===== src/rtl/sparc_decode_stage_if.sv =====
// Fetch-to-decode-to-execute handshake and decoded bundle signals.
// master = surrounding pipeline (fetch + execute), slave = the decode stage.
interface sparc_decode_stage_if #(
    parameter int DATA_W = 32
);
    logic              in_valid;
    logic              in_ready;
    logic [31:0]       instruction;
    logic [DATA_W-1:0] pc;

    logic              out_valid;
    logic              out_ready;
    logic              mem_read;
    logic              mem_write;
    logic              reg_write;
    logic              mem_access_signed;
    logic              signed_mul;
    logic              left_shift;
    logic              arith_shift;
    logic              icc_set;
    logic              branch_taken;
    logic              illegal;
    logic [1:0]        mem_access_size;
    logic [2:0]        alu_op;
    logic [DATA_W-1:0] src_a;
    logic [DATA_W-1:0] src_b;
    logic [DATA_W-1:0] src_c;
    logic [4:0]        rd;
    logic [DATA_W-1:0] branch_target;

    modport master (
        output in_valid, instruction, pc, out_ready,
        input  in_ready, out_valid, mem_read, mem_write, reg_write,
               mem_access_signed, signed_mul, left_shift, arith_shift,
               icc_set, branch_taken, illegal, mem_access_size, alu_op,
               src_a, src_b, src_c, rd, branch_target
    );

    modport slave (
        input  in_valid, instruction, pc, out_ready,
        output in_ready, out_valid, mem_read, mem_write, reg_write,
               mem_access_signed, signed_mul, left_shift, arith_shift,
               icc_set, branch_taken, illegal, mem_access_size, alu_op,
               src_a, src_b, src_c, rd, branch_target
    );
endinterface


===== src/rtl/sparc_decode_stage.sv =====
// SPARC integer decode stage with ICC branch resolution; DECODE_FULL_BCC_EN enables all 16 Bicc conditions.
// Latency: 1 cycle from accept to out_valid; bundle registered.
// Backpressure: holds bundle while !out_ready; in_ready drops on ICC interlock, flush, reset or full output.
module sparc_decode_stage #(
    parameter int DATA_W          = 32,
    parameter int MAX_CC_INFLIGHT = 3
) (
    input  logic                   clk,
    input  logic                   rst_n,
    sparc_decode_stage_if.slave    bus,
    output logic [4:0]             rf_raddr_a,
    output logic [4:0]             rf_raddr_b,
    output logic [4:0]             rf_raddr_c,
    input  logic [DATA_W-1:0]      rf_rdata_a,
    input  logic [DATA_W-1:0]      rf_rdata_b,
    input  logic [DATA_W-1:0]      rf_rdata_c,
    input  logic                   icc_we,
    input  logic [3:0]             icc_nzvc,
    input  logic                   flush
);
    localparam logic [2:0] ALU_AND   = 3'd0;
    localparam logic [2:0] ALU_OR    = 3'd1;
    localparam logic [2:0] ALU_ADD   = 3'd2;
    localparam logic [2:0] ALU_SUB   = 3'd3;
    localparam logic [2:0] ALU_MUL   = 3'd4;
    localparam logic [2:0] ALU_DIV   = 3'd5;
    localparam logic [2:0] ALU_SHIFT = 3'd6;
    localparam logic [2:0] ALU_PASS  = 3'd7;
    localparam logic [3:0] CC_MAX    = 4'(MAX_CC_INFLIGHT);

    typedef struct packed {
        logic              mem_read;
        logic              mem_write;
        logic              reg_write;
        logic              mem_access_signed;
        logic              signed_mul;
        logic              left_shift;
        logic              arith_shift;
        logic              icc_set;
        logic              branch_taken;
        logic              illegal;
        logic [1:0]        mem_access_size;
        logic [2:0]        alu_op;
        logic [DATA_W-1:0] src_a;
        logic [DATA_W-1:0] src_b;
        logic [DATA_W-1:0] src_c;
        logic [4:0]        rd;
        logic [DATA_W-1:0] branch_target;
    } bundle_t;

    logic [31:0]       ins;
    logic [1:0]        op;
    logic [2:0]        op2;
    logic [5:0]        op3;
    logic [3:0]        cond;
    logic [DATA_W-1:0] simm;
    logic [DATA_W-1:0] opnd_b;
    logic [DATA_W-1:0] disp;

    bundle_t    dec;
    bundle_t    out_q;
    logic       out_vld_q;
    logic [3:0] cc_cnt;
    logic [3:0] icc_q;
    logic [3:0] cc_src;
    logic       cond_base;
    logic       cond_ok;
    logic       cond_legal;
    logic       cond_br;
    logic       stall;
    logic       in_rdy;
    logic       accept;
    logic       cc_inc;
    logic       cc_dec;

    assign ins    = bus.instruction;
    assign op     = ins[31:30];
    assign op2    = ins[24:22];
    assign op3    = ins[24:19];
    assign cond   = ins[28:25];
    assign simm   = DATA_W'($signed(ins[12:0]));
    assign opnd_b = ins[13] ? simm : rf_rdata_b;
    assign disp   = DATA_W'($signed({ins[21:0], 2'b00}));

    assign rf_raddr_a = ins[18:14];
    assign rf_raddr_b = ins[4:0];
    assign rf_raddr_c = ins[29:25];

    // The sole outstanding writer retiring this cycle supplies the flags directly.
    assign cc_src = (cc_cnt == 4'd1 && icc_we) ? icc_nzvc : icc_q;

    always_comb begin
        cond_base = 1'b0;
        case (cond[2:0])
            3'b000: cond_base = 1'b0;
            3'b001: cond_base = cc_src[2];
            3'b010: cond_base = cc_src[2] | (cc_src[3] ^ cc_src[1]);
            3'b011: cond_base = cc_src[3] ^ cc_src[1];
            3'b100: cond_base = cc_src[0] | cc_src[2];
            3'b101: cond_base = cc_src[0];
            3'b110: cond_base = cc_src[3];
            3'b111: cond_base = cc_src[1];
            default: cond_base = 1'b0;
        endcase
        cond_ok = cond_base ^ cond[3];
`ifdef DECODE_FULL_BCC_EN
        cond_legal = 1'b1;
`else
        case (cond)
            4'b1000, 4'b0000, 4'b0001, 4'b1001, 4'b0110, 4'b1110: cond_legal = 1'b1;
            default: cond_legal = 1'b0;
        endcase
`endif
    end

    always_comb begin
        dec     = '0;
        cond_br = 1'b0;
        case (op)
            2'b11: begin
                case (op3)
                    6'b000000, 6'b000001, 6'b000010, 6'b000011, 6'b001001, 6'b001010: begin
                        dec.mem_read          = 1'b1;
                        dec.reg_write         = 1'b1;
                        dec.rd                = ins[29:25];
                        dec.mem_access_signed = op3[3];
                    end
                    6'b000100, 6'b000101, 6'b000110, 6'b000111: begin
                        dec.mem_write = 1'b1;
                        dec.src_c     = rf_rdata_c;
                    end
                    default: dec.illegal = 1'b1;
                endcase
                if (!dec.illegal) begin
                    dec.alu_op = ALU_ADD;
                    dec.src_a  = rf_rdata_a;
                    dec.src_b  = opnd_b;
                    case (op3[1:0])
                        2'b00:   dec.mem_access_size = 2'b10;
                        2'b01:   dec.mem_access_size = 2'b00;
                        2'b10:   dec.mem_access_size = 2'b01;
                        default: dec.mem_access_size = 2'b11;
                    endcase
                end
            end
            2'b10: begin
                case (op3)
                    6'b000000, 6'b010000: dec.alu_op = ALU_ADD;
                    6'b000001, 6'b010001: dec.alu_op = ALU_AND;
                    6'b000010, 6'b010010: dec.alu_op = ALU_OR;
                    6'b000100, 6'b010100: dec.alu_op = ALU_SUB;
                    6'b001010, 6'b011010: dec.alu_op = ALU_MUL;
                    6'b001011, 6'b011011: begin
                        dec.alu_op     = ALU_MUL;
                        dec.signed_mul = 1'b1;
                    end
                    6'b001110, 6'b011110: dec.alu_op = ALU_DIV;
                    6'b100101: begin
                        dec.alu_op     = ALU_SHIFT;
                        dec.left_shift = 1'b1;
                    end
                    6'b100110: dec.alu_op = ALU_SHIFT;
                    6'b100111: begin
                        dec.alu_op      = ALU_SHIFT;
                        dec.arith_shift = 1'b1;
                    end
                    default: dec.illegal = 1'b1;
                endcase
                if (dec.illegal) begin
                    dec.alu_op      = ALU_AND;
                    dec.signed_mul  = 1'b0;
                    dec.left_shift  = 1'b0;
                    dec.arith_shift = 1'b0;
                end else begin
                    dec.reg_write = 1'b1;
                    dec.icc_set   = op3[4];
                    dec.rd        = ins[29:25];
                    dec.src_a     = rf_rdata_a;
                    dec.src_b     = opnd_b;
                end
            end
            2'b00: begin
                if (op2 == 3'b100) begin
                    dec.reg_write = 1'b1;
                    dec.alu_op    = ALU_PASS;
                    dec.rd        = ins[29:25];
                    dec.src_b     = DATA_W'({ins[21:0], 10'b0});
                end else if (op2 == 3'b010 && cond_legal) begin
                    cond_br           = (cond[2:0] != 3'b000);
                    dec.branch_taken  = cond_ok;
                    dec.branch_target = bus.pc + disp;
                end else begin
                    dec.illegal = 1'b1;
                end
            end
            default: dec.illegal = 1'b1;
        endcase
    end

    assign stall = bus.in_valid &&
                   ((cond_br && cc_cnt != 4'd0 && !(cc_cnt == 4'd1 && icc_we)) ||
                    (dec.icc_set && cc_cnt == CC_MAX && !icc_we));
    assign in_rdy = rst_n && !flush && !stall && (!out_vld_q || bus.out_ready);
    assign accept = bus.in_valid && in_rdy;
    assign cc_inc = accept && dec.icc_set;
    assign cc_dec = icc_we && cc_cnt != 4'd0;

    always_ff @(posedge clk) begin
        if (!rst_n) begin
            out_vld_q <= 1'b0;
            out_q     <= '0;
            cc_cnt    <= 4'd0;
            icc_q     <= 4'd0;
        end else begin
            if (icc_we)
                icc_q <= icc_nzvc;
            if (flush) begin
                out_vld_q <= 1'b0;
                cc_cnt    <= 4'd0;
            end else begin
                if (accept) begin
                    out_vld_q <= 1'b1;
                    out_q     <= dec;
                end else if (bus.out_ready) begin
                    out_vld_q <= 1'b0;
                end
                if (cc_inc && !cc_dec)
                    cc_cnt <= cc_cnt + 4'd1;
                else if (!cc_inc && cc_dec)
                    cc_cnt <= cc_cnt - 4'd1;
            end
        end
    end

    assign bus.in_ready          = in_rdy;
    assign bus.out_valid         = out_vld_q;
    assign bus.mem_read          = out_q.mem_read;
    assign bus.mem_write         = out_q.mem_write;
    assign bus.reg_write         = out_q.reg_write;
    assign bus.mem_access_signed = out_q.mem_access_signed;
    assign bus.signed_mul        = out_q.signed_mul;
    assign bus.left_shift        = out_q.left_shift;
    assign bus.arith_shift       = out_q.arith_shift;
    assign bus.icc_set           = out_q.icc_set;
    assign bus.branch_taken      = out_q.branch_taken;
    assign bus.illegal           = out_q.illegal;
    assign bus.mem_access_size   = out_q.mem_access_size;
    assign bus.alu_op            = out_q.alu_op;
    assign bus.src_a             = out_q.src_a;
    assign bus.src_b             = out_q.src_b;
    assign bus.src_c             = out_q.src_c;
    assign bus.rd                = out_q.rd;
    assign bus.branch_target     = out_q.branch_target;
endmodule


===== src/flat_wrapper.sv =====
// flat-port wrapper written by rule: the top's interface ports become plain ports
module sparc_decode_stage_flat 
#(
    parameter int DATA_W          = 32,
    parameter int MAX_CC_INFLIGHT = 3
)
  (clk, rst_n, rf_raddr_a, rf_raddr_b, rf_raddr_c, rf_rdata_a, rf_rdata_b, rf_rdata_c, icc_we, icc_nzvc, flush, bus_in_valid, bus_instruction, bus_pc, bus_out_ready, bus_in_ready, bus_out_valid, bus_mem_read, bus_mem_write, bus_reg_write, bus_mem_access_signed, bus_signed_mul, bus_left_shift, bus_arith_shift, bus_icc_set, bus_branch_taken, bus_illegal, bus_mem_access_size, bus_alu_op, bus_src_a, bus_src_b, bus_src_c, bus_rd, bus_branch_target);
  sparc_decode_stage_if #(.DATA_W(DATA_W)) bus_i ();
  input  logic clk;
  input  logic rst_n;
  output logic [4:0] rf_raddr_a;
  output logic [4:0] rf_raddr_b;
  output logic [4:0] rf_raddr_c;
  input  logic [DATA_W-1:0] rf_rdata_a;
  input  logic [DATA_W-1:0] rf_rdata_b;
  input  logic [DATA_W-1:0] rf_rdata_c;
  input  logic icc_we;
  input  logic [3:0] icc_nzvc;
  input  logic flush;
  input wire logic [$bits(bus_i.in_valid)-1:0] bus_in_valid;
  input wire logic [$bits(bus_i.instruction)-1:0] bus_instruction;
  input wire logic [$bits(bus_i.pc)-1:0] bus_pc;
  input wire logic [$bits(bus_i.out_ready)-1:0] bus_out_ready;
  output wire logic [$bits(bus_i.in_ready)-1:0] bus_in_ready;
  output wire logic [$bits(bus_i.out_valid)-1:0] bus_out_valid;
  output wire logic [$bits(bus_i.mem_read)-1:0] bus_mem_read;
  output wire logic [$bits(bus_i.mem_write)-1:0] bus_mem_write;
  output wire logic [$bits(bus_i.reg_write)-1:0] bus_reg_write;
  output wire logic [$bits(bus_i.mem_access_signed)-1:0] bus_mem_access_signed;
  output wire logic [$bits(bus_i.signed_mul)-1:0] bus_signed_mul;
  output wire logic [$bits(bus_i.left_shift)-1:0] bus_left_shift;
  output wire logic [$bits(bus_i.arith_shift)-1:0] bus_arith_shift;
  output wire logic [$bits(bus_i.icc_set)-1:0] bus_icc_set;
  output wire logic [$bits(bus_i.branch_taken)-1:0] bus_branch_taken;
  output wire logic [$bits(bus_i.illegal)-1:0] bus_illegal;
  output wire logic [$bits(bus_i.mem_access_size)-1:0] bus_mem_access_size;
  output wire logic [$bits(bus_i.alu_op)-1:0] bus_alu_op;
  output wire logic [$bits(bus_i.src_a)-1:0] bus_src_a;
  output wire logic [$bits(bus_i.src_b)-1:0] bus_src_b;
  output wire logic [$bits(bus_i.src_c)-1:0] bus_src_c;
  output wire logic [$bits(bus_i.rd)-1:0] bus_rd;
  output wire logic [$bits(bus_i.branch_target)-1:0] bus_branch_target;
  assign bus_i.in_valid = bus_in_valid;
  assign bus_i.instruction = bus_instruction;
  assign bus_i.pc = bus_pc;
  assign bus_i.out_ready = bus_out_ready;
  assign bus_in_ready = bus_i.in_ready;
  assign bus_out_valid = bus_i.out_valid;
  assign bus_mem_read = bus_i.mem_read;
  assign bus_mem_write = bus_i.mem_write;
  assign bus_reg_write = bus_i.reg_write;
  assign bus_mem_access_signed = bus_i.mem_access_signed;
  assign bus_signed_mul = bus_i.signed_mul;
  assign bus_left_shift = bus_i.left_shift;
  assign bus_arith_shift = bus_i.arith_shift;
  assign bus_icc_set = bus_i.icc_set;
  assign bus_branch_taken = bus_i.branch_taken;
  assign bus_illegal = bus_i.illegal;
  assign bus_mem_access_size = bus_i.mem_access_size;
  assign bus_alu_op = bus_i.alu_op;
  assign bus_src_a = bus_i.src_a;
  assign bus_src_b = bus_i.src_b;
  assign bus_src_c = bus_i.src_c;
  assign bus_rd = bus_i.rd;
  assign bus_branch_target = bus_i.branch_target;
  sparc_decode_stage #(.DATA_W(DATA_W), .MAX_CC_INFLIGHT(MAX_CC_INFLIGHT)) u_core (.clk(clk), .rst_n(rst_n), .bus(bus_i), .rf_raddr_a(rf_raddr_a), .rf_raddr_b(rf_raddr_b), .rf_raddr_c(rf_raddr_c), .rf_rdata_a(rf_rdata_a), .rf_rdata_b(rf_rdata_b), .rf_rdata_c(rf_rdata_c), .icc_we(icc_we), .icc_nzvc(icc_nzvc), .flush(flush));
endmodule

===== config.mk =====
export PLATFORM = sky130hd
export DESIGN_NAME = sparc_decode_stage_flat
export DESIGN_NICKNAME = d
export VERILOG_FILES = /design/src/rtl/sparc_decode_stage_if.sv /design/src/rtl/sparc_decode_stage.sv /design/src/flat_wrapper.sv
export SDC_FILE = /design/constraint.sdc
export NUM_CORES = 1
export LEC_CHECK = 0
export ABC_AREA = 1
export ABC_CLOCK_PERIOD_IN_PS = 4700
export CAP_MARGIN = 20
export CORE_MARGIN = 4
export CORE_UTILIZATION = 43
export DETAILED_ROUTE_END_ITERATION = 16
export DONT_BUFFER_PORTS = 1
export MAX_ROUTING_LAYER = met4
export SYNTH_ARGS = -nofsm -noshare
export SYNTH_HDL_FRONTEND = slang
export SYNTH_SLANG_ARGS = --single-unit

===== constraint.sdc =====
create_clock -name clk -period 4.7 [get_ports clk]
set_clock_uncertainty 0.1 [all_clocks]
set_input_delay 0.47 -clock clk [delete_from_list [all_inputs] [get_ports clk]]
set_output_delay 0.47 -clock clk [all_outputs]
set_load 0.05 [all_outputs]

==> impl_results.md <==
- Status: finished clean
- Die Span Y: 158 um
- Final Util: 0.466
- Worst-path clk slew: 70 ps
- R2r worst-path depth: 19
- Setup TNS: 0 ps
- Final worst-path cycle share: 0.696
- Storage cell area: 0.00314 sq mm
- Pin count of the biggest net entering global routing: 75
- Placer Congestion: 0.956
- Max-Cap Viols: 0
- Mapped cell area: 0.00963 sq mm
- Setup Fix Bufs, Post-CTS: 0
- Filler cells: 2372
- Total gr overflow: 0
- RSZ-0062 raised after global routing: false
- Cts repair resizes: 0
- HPWL Detailed: 24400 um
- Hold Crit Depth: 1
- Combinational fraction of design power: 0.139
- Vias in the first global route: 8832
- Distinct cell type count of the synthesized netlist: 38
- Clock power frac: 0.433
- Total GRT Usage: 0.257
- Flop pwr share: 0.428
- FFs w/ async S/R, synth: 0
- CP Data Arrival Time: 3520 ps
- Yosys warns: 0
- Min Hold Slack: 37.5 ps
- Crit start category: register
- 1st-iter DRT viols: 648
- Worst relative slew slack: 0.288
- Ys flop type: dfxtp_1
- EDFF count, synth: 0
- Die area: 0.0248 sq mm
- Slew Viols, Final: 0
- Site row count: 54
- Flops & latches, synth: 157
- First-pass GRT wire length: 48900 um
- Routed Antenna Nets: 0
- Critical path peak fanout: 35
- CTS sink count: 157
- Post-CTS Hold Fix Bufs: 0
- Required @ worst endpoint: 4940 ps
- Area contributors post-synth: dfxtp_1, nand2_1, a21oi_1
- Port bufs: 0
- Power Dens Cells: 323 mW/mm^2
- Deepest clock path buffer count: 2
- Worst vdd ir: 0.190 mV
- Initial DRT Pass Iterations: 5
- CTS tree: done
- Internal: 2.25 mW
- Area share of the largest cell type after synthesis: 0.326
- Cell with the most instances after synthesis: nand2_1
- DR WL/cell: 18.0 um
- Syn_nets: 1785
- Mapped Cells: 1576
- Switching power: 1.04 mW
- DRC: 0
- Final min period: 3270 ps
- CTS buffer count: 17
- Final hold violation count: 0
- Die width: 158 um
- Synthesized area per cell: 6.11 sq um
- Commonest cells in the netlist: nand2_1, nor2_1, a21oi_1, dfxtp_1, inv_1
- DR vias/cell: 5.29
- HP Class: in -> reg
- Root buffer cell: clkbuf_16
- # setup viols final: 0
- Core area: 0.0219 sq mm
- Critical Path Sink Type: register
- Drt total wl: 32500 um
- Fmax: 0.306 GHz
- Clk_lat worst skew: 420 ps
- I/O pins: 335
- Share of layout cells above drive strength 1: 0.0367
- Initial Util: 0.440
- Area Growth Syn to Fin: 5.89%
- Multi-input logic area: 0.00553 sq mm
- LEAKAGE: 4.34 nW
- Final net count: 1722
- # H-tree levels: 4
- Switching share of power: 0.316
- Initial antenna violation count: 1
- Measured slew at the worst slew-check pin: 1070 ps
- Kind of critical path: reg -> reg
- Routed via count: 9557
- Register area share after synthesis: 0.326
- Post-synth top area cell: dfxtp_1
layer usage:
layer  GRT usage  routed length (um)  up-vias
li1            -                   -     4862
met1       0.336               14500     4315
met2       0.397               14400      348
met3      0.0755                3030       32
met4      0.0569                 539        0
met5           -                   0        -
final cells by class:
type,instances,area share
diodes,2,0.000491
clock buffers,18,0.0421
clock inverters,14,0.0163
inverters,127,0.0473
multi-input cells,1198,0.542
flip-flops and latches,157,0.308
well taps,280,0.0344
repair buffers,12,0.00884
logic make-up (layout without fill, tap and decap cells):
family                   Yosys count  in the layout  synth area share
AND/OR/NAND/NOR                  881            881             0.362
AO/OA/AOI/OAI                    256            256             0.139
buffers and inverters            221            171             0.100
flip-flops                       157            157             0.326
adder cells (fa/ha/maj)           39             39            0.0515
XOR/XNOR                          19             19            0.0173
multiplexers                       3              3           0.00312
other                              0              2                 0
worst paths after layout:
check / slack (ps) / startpoint / to
setup / recovery: 1430 / u_core.cc_cnt[1] / u_core.cc_cnt[3]
setup reg to reg: 1430 / u_core.cc_cnt[1] / u_core.cc_cnt[3]
hold / removal: 40 / icc_we / u_core.icc_q[3]
hold reg to reg: 360 / u_core.icc_q[0] / u_core.icc_q[0]
state kept, by name, summed over array words and instances (netlist names), 2 cells and up:
register	cells
u_core.bus.rd	5
u_core.icc_q	4
u_core.bus.mem_access_size	2
u_core.bus.src_b	32
u_core.bus.src_c	32
u_core.bus.branch_target	32
u_core.bus.src_a	32
u_core.bus.alu_op	3
u_core.cc_cnt	4
cells in the final DEF (no fill, tap or decap), types with 2 or more instances in the layout:
cell type	n
nor2_1	220
o311ai_0	3
mux2i_1	3
inv_1	121
a21o_1	2
and2_1	2
o21bai_1	3
clkinv_8	2
xnor2_1	7
o21a_1	2
clkinvlp_4	2
a31oi_1	16
inv_8	4
buf_4	12
nor2_2	4
ha_1	38
nor3_1	7
diode_2	2
nand2_1	558
clkbuf_16	17
nor4_1	2
xor2_1	12
inv_2	4
nand3_1	70
dfxtp_1	157
o21ai_0	38
inv_4	2
nand4_1	8
nand3b_1	5
inv_6	5
a21oi_1	188
stage by stage:
stage          instance area, sq um  std cells  power [mW]  setup slack, ps
3_5_place_dp                   9590       1774        1.89             1090
4_1_cts                       10200       1806        3.32             1410
2_1_floorplan                  9630       1576        1.83             1600
5_1_grt                       10200       1808        3.44             1060
3_3_place_gp                   9590       1774        1.89             1210
6_report                      10200       1808        3.29             1430
critical path, stage by stage (launching register included):
cell     delay, ps
dfxtp_1        340
inv_1          110
ha_1           160
nand2_1         60
inv_1          110
nand2_1        140
nand2_1        100
a21oi_1         40
nand2_1        140
nand4_4        280
inv_4          400
nand2_1        150
inv_1           90
ha_1           290
nor2_1         120
inv_1           60
nor4_1         170
a41oi_1         90
nand2_1         80
nor3b_1        160
power by group through the flow:
stage / Clock (mW) / Sequential [mW] / Combinational [mW]
floorplan: 0 / 1.43 / 0.400
global placement: 0 / 1.44 / 0.451
detailed placement: 0 / 1.44 / 0.451
CTS: 1.45 / 1.41 / 0.453
global route: 1.51 / 1.41 / 0.517
finish: 1.42 / 1.41 / 0.456
Note: power is estimated with default switching activity, not from simulation.
